==> src/rtl/tsic_comm_pkg.sv <==
// Shared types and constants for the TSIC host serial link.
//   rx_state_t / tx_state_t : receive / transmit bit-level FSM states
//   FRAME_BITS              : start + 8 data + stop
//   CMD_*                   : opcodes carried in cmd[15:14]
package tsic_comm_pkg;
    typedef enum logic [1:0] {RX_IDLE, RX_START, RX_DATA, RX_STOP} rx_state_t;
    typedef enum logic [1:0] {TX_IDLE, TX_START, TX_DATA, TX_STOP} tx_state_t;

    localparam int FRAME_BITS = 10;

    localparam logic [1:0] CMD_WR_OFF  = 2'b00;
    localparam logic [1:0] CMD_WR_GAIN = 2'b01;
    localparam logic [1:0] CMD_RD_TEMP = 2'b10;
endpackage

==> src/rtl/tsic_uart_tx8.sv <==
// 8N1 byte serializer, LSB first, each bit exactly BAUD_DIV clocks.
//   clk, rst : clock, async active-high reset
//   load     : take data; honoured when idle or in the last stop-bit cycle
//   data     : byte to send
//   tx       : serial out, idles high
//   busy     : frame in progress
//   done     : 1-clk pulse in the last cycle of the stop bit
module tsic_uart_tx8
    import tsic_comm_pkg::*;
#(
    parameter int BAUD_DIV = 434
) (
    input  logic       clk,
    input  logic       rst,
    input  logic       load,
    input  logic [7:0] data,
    output logic       tx,
    output logic       busy,
    output logic       done
);
    localparam logic [11:0] BIT_LAST = 12'(BAUD_DIV - 1);

    tx_state_t   state, state_n;
    logic [11:0] cnt;
    logic [2:0]  bit_idx;
    logic [7:0]  shreg;
    logic        bit_end, take;

    assign bit_end = (cnt == BIT_LAST);
    assign done    = (state == TX_STOP) && bit_end;
    // Loading on the final stop cycle chains the next byte with no gap.
    assign take    = load && (state == TX_IDLE || done);
    assign busy    = (state != TX_IDLE);

    always_ff @(posedge clk or posedge rst) begin
        if (rst) state <= TX_IDLE;
        else     state <= state_n;
    end

    always_comb begin
        state_n = state;
        tx      = 1'b1;
        case (state)
            TX_IDLE:  if (take) state_n = TX_START;
            TX_START: begin
                tx = 1'b0;
                if (bit_end) state_n = TX_DATA;
            end
            TX_DATA: begin
                tx = shreg[0];
                if (bit_end && bit_idx == 3'd7) state_n = TX_STOP;
            end
            TX_STOP:  if (bit_end) state_n = take ? TX_START : TX_IDLE;
            default:  state_n = TX_IDLE;
        endcase
    end

    always_ff @(posedge clk or posedge rst) begin
        if (rst) begin
            cnt     <= '0;
            bit_idx <= '0;
            shreg   <= '0;
        end else begin
            // Reload on every bit boundary so no error accumulates.
            if (state == TX_IDLE || state_n != state || bit_end) cnt <= '0;
            else                                                 cnt <= cnt + 12'd1;

            if (state == TX_START)                bit_idx <= '0;
            else if (state == TX_DATA && bit_end) bit_idx <= bit_idx + 3'd1;

            if (take)                             shreg <= data;
            else if (state == TX_DATA && bit_end) shreg <= {1'b0, shreg[7:1]};
        end
    end
endmodule

==> src/rtl/tsic_serial_comm.sv <==
// Host-facing TSIC link: 8N1 UART, full duplex.
//   clk, rst      : clock, async active-high reset
//   RX            : serial in (async), two bytes form one command, high byte first
//   cmd, cmd_rdy  : last complete command and its 1-clk valid pulse
//   frm_err       : 1-clk pulse on bad stop bit or inter-byte timeout
//   trmt, resp    : start sending resp (high byte first), accepted only when idle
//   TX            : serial out
//   tx_busy       : transmit in progress (low again in the tx_done cycle)
//   tx_done       : 1-clk pulse at the end of the second stop bit
module tsic_serial_comm
    import tsic_comm_pkg::*;
#(
    parameter int BAUD_DIV = 434,
    parameter int BYTE_TO  = 32
) (
    input  logic        clk,
    input  logic        rst,
    input  logic        RX,
    output logic        TX,
    output logic [15:0] cmd,
    output logic        cmd_rdy,
    output logic        frm_err,
    input  logic        trmt,
    input  logic [15:0] resp,
    output logic        tx_busy,
    output logic        tx_done
);
    localparam logic [11:0] BIT_LAST = 12'(BAUD_DIV - 1);
    localparam logic [11:0] HALF     = 12'(BAUD_DIV / 2);
    localparam int          TO_CLKS  = BYTE_TO * BAUD_DIV;
    localparam int          TO_W     = $clog2(TO_CLKS);
    localparam logic [TO_W-1:0] TO_LAST = TO_W'(TO_CLKS - 1);

    // ---------------- TX: two bytes back to back ----------------
    logic       accept, ser_load, ser_busy, ser_done, tx_idx;
    logic [7:0] resp_lo, ser_data;

    assign accept   = trmt && !ser_busy;
    assign ser_load = accept || (ser_done && !tx_idx);
    assign ser_data = accept ? resp[15:8] : resp_lo;
    assign tx_done  = ser_done && tx_idx;
    assign tx_busy  = ser_busy && !tx_done;

    always_ff @(posedge clk or posedge rst) begin
        if (rst) begin
            tx_idx  <= 1'b0;
            resp_lo <= '0;
        end else if (accept) begin
            tx_idx  <= 1'b0;
            resp_lo <= resp[7:0];
        end else if (ser_done) begin
            tx_idx  <= !tx_idx;
        end
    end

    tsic_uart_tx8 #(.BAUD_DIV(BAUD_DIV)) u_tx (
        .clk  (clk),
        .rst  (rst),
        .load (ser_load),
        .data (ser_data),
        .tx   (TX),
        .busy (ser_busy),
        .done (ser_done)
    );

    // ---------------- RX ----------------
    logic            rx_s1, rx_s2, rx_prev, fall;
    rx_state_t       rx_state, rx_state_n;
    logic [11:0]     rx_cnt;
    logic [2:0]      rx_bits;
    logic [7:0]      rx_sh, rx_hi;
    logic            rx_idx, bit_end, stop_smp;
    logic [TO_W-1:0] to_cnt;

    always_ff @(posedge clk or posedge rst) begin
        if (rst) {rx_s1, rx_s2, rx_prev} <= 3'b111;
        else     {rx_s1, rx_s2, rx_prev} <= {RX, rx_s1, rx_s2};
    end

    assign fall     = rx_prev && !rx_s2;
    assign bit_end  = (rx_cnt == BIT_LAST);
    assign stop_smp = (rx_state == RX_STOP) && bit_end;

    always_ff @(posedge clk or posedge rst) begin
        if (rst) rx_state <= RX_IDLE;
        else     rx_state <= rx_state_n;
    end

    always_comb begin
        rx_state_n = rx_state;
        case (rx_state)
            RX_IDLE:  if (fall) rx_state_n = RX_START;
            // Mid start bit: a high line means it was a glitch.
            RX_START: if (rx_cnt == HALF) rx_state_n = rx_s2 ? RX_IDLE : RX_DATA;
            RX_DATA:  if (bit_end && rx_bits == 3'd7) rx_state_n = RX_STOP;
            RX_STOP:  if (bit_end) rx_state_n = RX_IDLE;
            default:  rx_state_n = RX_IDLE;
        endcase
    end

    always_ff @(posedge clk or posedge rst) begin
        if (rst) begin
            rx_cnt  <= '0;
            rx_bits <= '0;
            rx_sh   <= '0;
        end else begin
            if (rx_state == RX_IDLE || rx_state_n != rx_state || bit_end) rx_cnt <= '0;
            else                                                         rx_cnt <= rx_cnt + 12'd1;

            if (rx_state == RX_START)                rx_bits <= '0;
            else if (rx_state == RX_DATA && bit_end) rx_bits <= rx_bits + 3'd1;

            if (rx_state == RX_DATA && bit_end) rx_sh <= {rx_s2, rx_sh[7:1]};
        end
    end

    // Byte pairing, command hand-off and inter-byte timeout.
    always_ff @(posedge clk or posedge rst) begin
        if (rst) begin
            rx_idx  <= 1'b0;
            rx_hi   <= '0;
            to_cnt  <= '0;
            cmd     <= '0;
            cmd_rdy <= 1'b0;
            frm_err <= 1'b0;
        end else begin
            cmd_rdy <= 1'b0;
            frm_err <= 1'b0;
            if (stop_smp) begin
                if (!rx_s2) begin
                    frm_err <= 1'b1;
                    rx_idx  <= 1'b0;
                end else if (!rx_idx) begin
                    rx_hi  <= rx_sh;
                    rx_idx <= 1'b1;
                    to_cnt <= '0;
                end else begin
                    cmd     <= {rx_hi, rx_sh};
                    cmd_rdy <= 1'b1;
                    rx_idx  <= 1'b0;
                end
            end else if (rx_idx && rx_state == RX_IDLE) begin
                // Only idle line time counts toward the timeout.
                if (to_cnt == TO_LAST) begin
                    frm_err <= 1'b1;
                    rx_idx  <= 1'b0;
                    rx_hi   <= '0;
                end else begin
                    to_cnt <= to_cnt + 1'b1;
                end
            end
        end
    end
endmodule
==> config.mk <==
export PLATFORM = sky130hd
export DESIGN_NAME = tsic_serial_comm
export DESIGN_NICKNAME = d
export VERILOG_FILES = /design/src/rtl/tsic_comm_pkg.sv /design/src/rtl/tsic_uart_tx8.sv /design/src/rtl/tsic_serial_comm.sv
export SDC_FILE = /design/constraint.sdc
export NUM_CORES = 1
export LEC_CHECK = 0
export BUFFER_PORTS_ARGS = -buffer_cell sky130_fd_sc_hd__clkbuf_2
export CORE_MARGIN = 10
export CORE_UTILIZATION = 45
export DETAILED_ROUTE_END_ITERATION = 7
export PLACE_DENSITY = 0.6
export SLEW_MARGIN = 20
export SYNTH_ARGS = -nofsm -noshare
export SYNTH_HDL_FRONTEND = slang
export SYNTH_SLANG_ARGS = --single-unit
==> constraint.sdc <==
create_clock -name clk -period 5.3 [get_ports clk]
set_input_delay 0 -clock clk [delete_from_list [all_inputs] [get_ports clk]]
set_output_delay 0 -clock clk [all_outputs]
set_load 0.02 [all_outputs]
==> results of run 1 <==
## report_power, final
group	total (mW)	switching, mW	internal (mW)
combinational	0.101	0.0514	0.0494
sequential	0.848	0.0360	0.812
clock	0.527	0.284	0.243
total	1.48	0.371	1.10
## cells in the final DEF, fill, tap and decap left out, types with 6 or more instances in the layout
| cell | count |
|---|---|
| o21ai_0 | 7 |
| nor3b_1 | 6 |
| nor3_1 | 7 |
| clkbuf_8 | 10 |
| and3_1 | 8 |
| mux2i_1 | 23 |
| a22o_1 | 8 |
| xor2_1 | 21 |
| xnor2_1 | 12 |
| dlygate4sd3_1 | 18 |
| mux2_4 | 10 |
| clkbuf_2 | 40 |
| nor2_1 | 49 |
| inv_1 | 9 |
| nand2_1 | 53 |
| mux2_2 | 14 |
| nand3_1 | 23 |
| dfrtp_1 | 100 |
| ha_1 | 9 |
| o22ai_1 | 6 |
## per-layer routing
metal  global-route usage [%]  part of all wire [%]
met2                    19.51                    48
met1                    16.32                    47
met4                    3.785                   1.3
met5                        0                     0
met3                    3.555                   3.8
## state kept, by name (all words and copies together) (netlist names), 8 cells and up
register	count
to_cnt	14
u_tx.shreg	8
u_tx.cnt	12
rx_sh	8
rx_hi	8
rx_cnt	12
cmd	16
resp_lo	8
## tightest hold or removal path: cells and delay by family
kind            cells  cell delay (ps)
compound gates      1              140
buf+inv             1               90
simple gates        2              110
## worst max path at each step
| stage | to | slack, ps | cells after the start |
|---|---|---|---|
| floorplan | cmd[0] | 2600 | 1 |
| detailed placement | rx_hi[1] | 2520 | 6 |
| CTS | rx_hi[7] | 2500 | 6 |
| global placement | rx_hi[4] | 2570 | 6 |
| finish | rx_hi[1] | 2500 | 6 |
| global route | rx_hi[7] | 2300 | 6 |
## cell usage after synthesis, drive strengths merged (3+ instances only)
cell type / n
nand4: 6
ha: 9
xnor2: 12
clkbuf: 11
nand3: 23
o21ai: 7
o22ai: 6
inv: 10
nand2: 53
dfrtp: 100
a22o: 8
nand3b: 3
mux2: 24
o22a: 4
a21oi: 3
mux2i: 23
nor3b: 6
nor2: 50
buf: 6
dfstp: 3
and2: 3
xor2: 21
nor3: 8
and3: 8
## kinds of logic after synthesis
kind of cell | Yosys count
adder cells (fa/ha/maj) | 9
flip-flops | 103
AO/OA/AOI/OAI | 34
multiplexers | 47
XOR/XNOR | 33
buffers and inverters | 27
AND/OR/NAND/NOR | 180
## layout make-up
cell class              count  area share (%)
well taps                 136           3.083
flip-flops and latches    103           46.77
repair buffers             60           7.164
multi-input cells         303           38.25
clock buffers              10           2.494
clock inverters             6           1.519
inverters                  10          0.7255
## per-stage QoR
stage	utilization, %	hold WS, ps	setup WS [ps]	instance area (um2)
after floorplan	-	4.478	2601	4816
after global placement	49.35	32.90	2567	5117
after detailed placement	49.35	29.19	2522	5117
after CTS	53.22	10.13	2505	5519
after global routing	53.22	35.81	2304	5519
final	53.22	24.66	2499	5519
## timing repair
action | CTS | global route
hold endpoints to repair | 51 | 0
hold buffers | 18 | 0
setup endpoints to repair | 0 | 0
==> impl_metrics.toml, run 1 <==
[timing]
setup_viol = 0
fin_crit_ps = 2801
fin_skew_ps = 13.75
timing_hold_violations_final = 0
slew_headroom_pct = 43.75
rsz0062_at_grt = "false"
fin_crit_sh_pct = 52.85
fmax_ghz = 0.3570
finalMaxSlewViolations = 0
worst_pin_slew_ps = 840.6
tns_ps = 0

[route]
dr.pass1.iters = 4
routed_wl_um = 8916
drtIter0Drc = 217
wire_per_inst_um = 14.20
vias = 3186
vias_per_cell = 5.073
antenna_left = 0
post-route-drc-count = 0

[critical_path]
crit_chain = "inv_1 > ha_1 > or4b_4 > or4_1 > nor3_4 > a22o_1"
path_class = "flop to flop"
crit_family = "simple AND/OR/NAND/NOR gates"
end_kind = "flop"
r2r-start = "rx_cnt[1]"
reg2reg_to = "rx_hi[1]"
slowest_delay_ps = 720
reg2reg_depth = 6
crit_buf_inv = 1
rrSetupSlack_ps = 2500
critPathArrivalTime_ps = 3110
startpoint = "rx_cnt[1]"
start_kind = "flop"
critPathSlowestCell = "nor3_4"
required_ps = 5610
path_max_fanout = 20

[placed_design]
placed_cells = 594
dp_hpwl_um = 5977
port_buffers = 40
gp_congestion = 0.7540

[floorplan]
fp.dieH_um = 123.5
ioPinCount = 41
num_rows = 37
core_um2 = 10370
die_x_um = 123.5
dieArea_um2 = 15240
start_util_pct = 46.44

[finish]
n_fill_cell = 942
seq_area_um2 = 2581
drive_gt1_share_pct = 19.31
stdcell_count = 628
final_nets = 516
n_antenna_cell = 0
multi_input_area_um2 = 2111
syn_to_final_growth_pct = 14.60

[grt]
grt_usage_pct = 12.43
grt_max_degree = 70
antenna_found_initial = 0
grt_overflow = 0
grt_pass1_vias = 3277
grt_pass1_wl_um = 15550

[clock_tree]
postCtsSetupBuffers = 0
clockRootBuffer = "clkbuf_8"
clk_latency_ps = 370
cts_buffers = 9
cts_sinks = 103
cts.clk_slew.worst_paths_ps = 110
cts_tree = "yes"
clock_path_buffers = 2
postCtsResizedCells = 0
htree_levels = 3

[synthesis]
synth_top_family_by_area = "simple AND/OR/NAND/NOR gates"
syn_inst = 433
yosys.area.top_type_share_pct = 51.96
netlist-cell-type-count = 51
muxShareOfSynthArea_pct = 11.17
synth_seq_cells = 103
synth-main-ff-cell = "dfrtp_1"
async_flop_share_pct = 100.0
synth_area_per_cell_um2 = 11.12
yosysSeqAreaShare_pct = 53.60
synth-simple-area-share_pct = 19.36
syn_area_um2 = 4816
synth_fa_ha_area_share_pct = 2.338
synth_edf_count = 0
syn-num-nets = 462
synth_area_leaders = "dfrtp_1, mux2i_1, nand2_1"
synth_xor_area_share_pct = 6.002
ys_warn_count = 0
yosys.area.top_type = "dfrtp_1"
synth_compound_area_share_pct = 4.962

[power_and_ir_drop]
worst_ir_drop_vdd_mv = 0.2548
p_leak_nw = 2.685
totalPowerFinal_mw = 1.476
p_per_area_nw_per_um2 = 267.5

[hold_path]
hold_path_class = "input port to flop"
whs_path_depth = 4
hold_start = "trmt"
whs_endpoint = "tx_idx"

[status]
status = "complete, no violations"

[run]
max-cap-violations = 0
(Power assumes the default switching activity.)
==> run 2, diff against run 1 <==
Clock period 5.3 ns to 2.7 ns, I/O delays scaled along.
==> run 2 against run 1 <==
Against the previous run:
- sequential share of layout area is 0.085 points lower
- power is 89% higher
- first-iteration DRC count is 14% higher
- clock skew is 3.2 ps lower
- clock power is 73% higher
- critical endpoint is now rx_bits[2]
- core utilization is 0.097 points higher
- critical path depth stayed put
- die area stayed put
==> impl_metrics.toml, run 2 (synthesized netlist as in run 1, its figures left out) <==
[status]
status = "complete, no violations"

[route]
dr.pass1.iters = 4
wire_per_inst_um = 14.53
routed_wl_um = 9215
vias = 3254
antenna_left = 0
drtIter0Drc = 247
vias_per_cell = 5.132
post-route-drc-count = 0

[critical_path]
path_max_fanout = 6
path_class = "flop to flop"
end_kind = "flop"
critPathArrivalTime_ps = 2750
required_ps = 2950
start_kind = "flop"
rrSetupSlack_ps = 210

[clock_tree]
cts_buffers = 9
ctsHoldBuffers = 19
htree_levels = 3
cts_sinks = 103
postCtsSetupBuffers = 0
clockRootBuffer = "clkbuf_8"
clock_path_buffers = 2
clk_latency_ps = 390
cts.clk_slew.worst_paths_ps = 100
cts_tree = "yes"
postCtsResizedCells = 0

[finish]
largest_reg_flops = 16
syn_to_final_growth_pct = 14.81
stdcell_count = 634
max_flop_register = "cmd"
mostFrequentLayoutCells = "dfrtp_1, nand2_1, nor2_1, clkbuf_2"
n_antenna_cell = 0
final_nets = 523
drive_gt1_share_pct = 20.08
stdcell_area_um2 = 5529
reg.largest.list = "cmd x16, to_cnt x14"
layout_commonest_cell = "dfrtp_1"

[grt]
grt_pass1_wl_um = 15810
grt_usage_pct = 12.94
grt_pass1_vias = 3373
grt_overflow = 0
antenna_found_initial = 0
grt_max_degree = 80

[floorplan]
core_um2 = 10370
die_x_um = 123.5
fp.dieH_um = 123.5
start_util_pct = 46.44
ioPinCount = 41
dieArea_um2 = 15240
num_rows = 37

[placed_design]
gp_congestion = 0.7603
dp_hpwl_um = 6124
placed_cells = 600
place_area_um2 = 5162
port_buffers = 40

[power_and_ir_drop]
p_per_area_nw_per_um2 = 504.0
p_leak_nw = 2.698
worst_ir_drop_vdd_mv = 0.4294

[timing]
fin_crit_sh_pct = 92.35
timing_hold_violations_final = 0
tns_ps = 0
fin_crit_ps = 2493
fin_skew_ps = 10.55
slew_headroom_pct = 36.28
finalMaxSlewViolations = 0
fmax_ghz = 0.4010
rsz0062_at_grt = "false"
worst_pin_slew_ps = 955.8
setup_viol = 0
hold_ws_ps = 234.2

[hold_path]
hold_path_class = "input port to flop"

[run]
max-cap-violations = 0
## run 2: cell count changes in the layout (fill, tap and decap cells not counted), sizes merged
cell	change
dlygate4sd3	+1
inv	+1
buf	+6
clkinv	-1
bufinv	-1
clkinvlp	+1
clkbuf	-1
## run 2: cell type report
cell class	count	area, um2
Fill cell	920	4841
Sequential cell	103	2581
Multi-Input combinational cell	303	2111
Timing Repair Buffer	67	450.4
Tap cell	136	170.2
Clock buffer	9	123.9
Clock inverter	6	52.55
Inverter	10	40.04
## run 2: path summary, 6_finish.rpt
| path | start | end | depth (start not counted) |
|---|---|---|---|
| max | rx_cnt[1] | rx_bits[2] | 6 |
| min | RX | rx_s1 | 2 |
| max reg2reg | rx_cnt[1] | rx_bits[2] | 6 |
| min reg2reg | rx_s1 | rx_s2 | 0 |
| max in group asynchronous | rst | tx_idx | 4 |
| min in group asynchronous | rst | cmd[1] | 3 |
## run 2: routing by layer
metal / vias to the layer above / part of all wire (%) / track usage (%) / routed length, um
met4: 0 / 1.5 / 4.876 / 134
met2: 37 / 48 / 21.01 / 4454
met1: 1592 / 46 / 15.71 / 4235
met5: - / 0 / 0 / 0
met3: 10 / 4.2 / 4.239 / 390
li1: 1615 / - / - / -
## run 2: through the flow
| step | setup WS, ps | power, mW | utilization (%) |
|---|---|---|---|
| 6_report | 206.5 | 2.787 | 53.32 |
| 5_1_grt | 24.73 | 2.928 | 53.32 |
| 4_1_cts | 200.2 | 2.832 | 53.32 |
| 3_5_place_dp | 216.8 | 1.884 | 49.78 |
| 3_3_place_gp | 303.4 | 1.877 | 49.78 |
| 2_1_floorplan | 1.129 | 1.824 | - |
## run 2: report_power, final
group	leakage, nW	switching [mW]	internal (mW)
clock network	0.0899	0.565	0.348
logic	1.24	0.112	0.103
registers	1.37	0.0633	1.59
total	2.70	0.741	2.05
## run 2: worst max-delay path, cell delays in order (launching register included)
cell and delay, ps:
dfrtp_1 420, inv_1 70, ha_1 120, or4b_4 490, or4_1 700, o21ai_0 410, o22ai_1 150
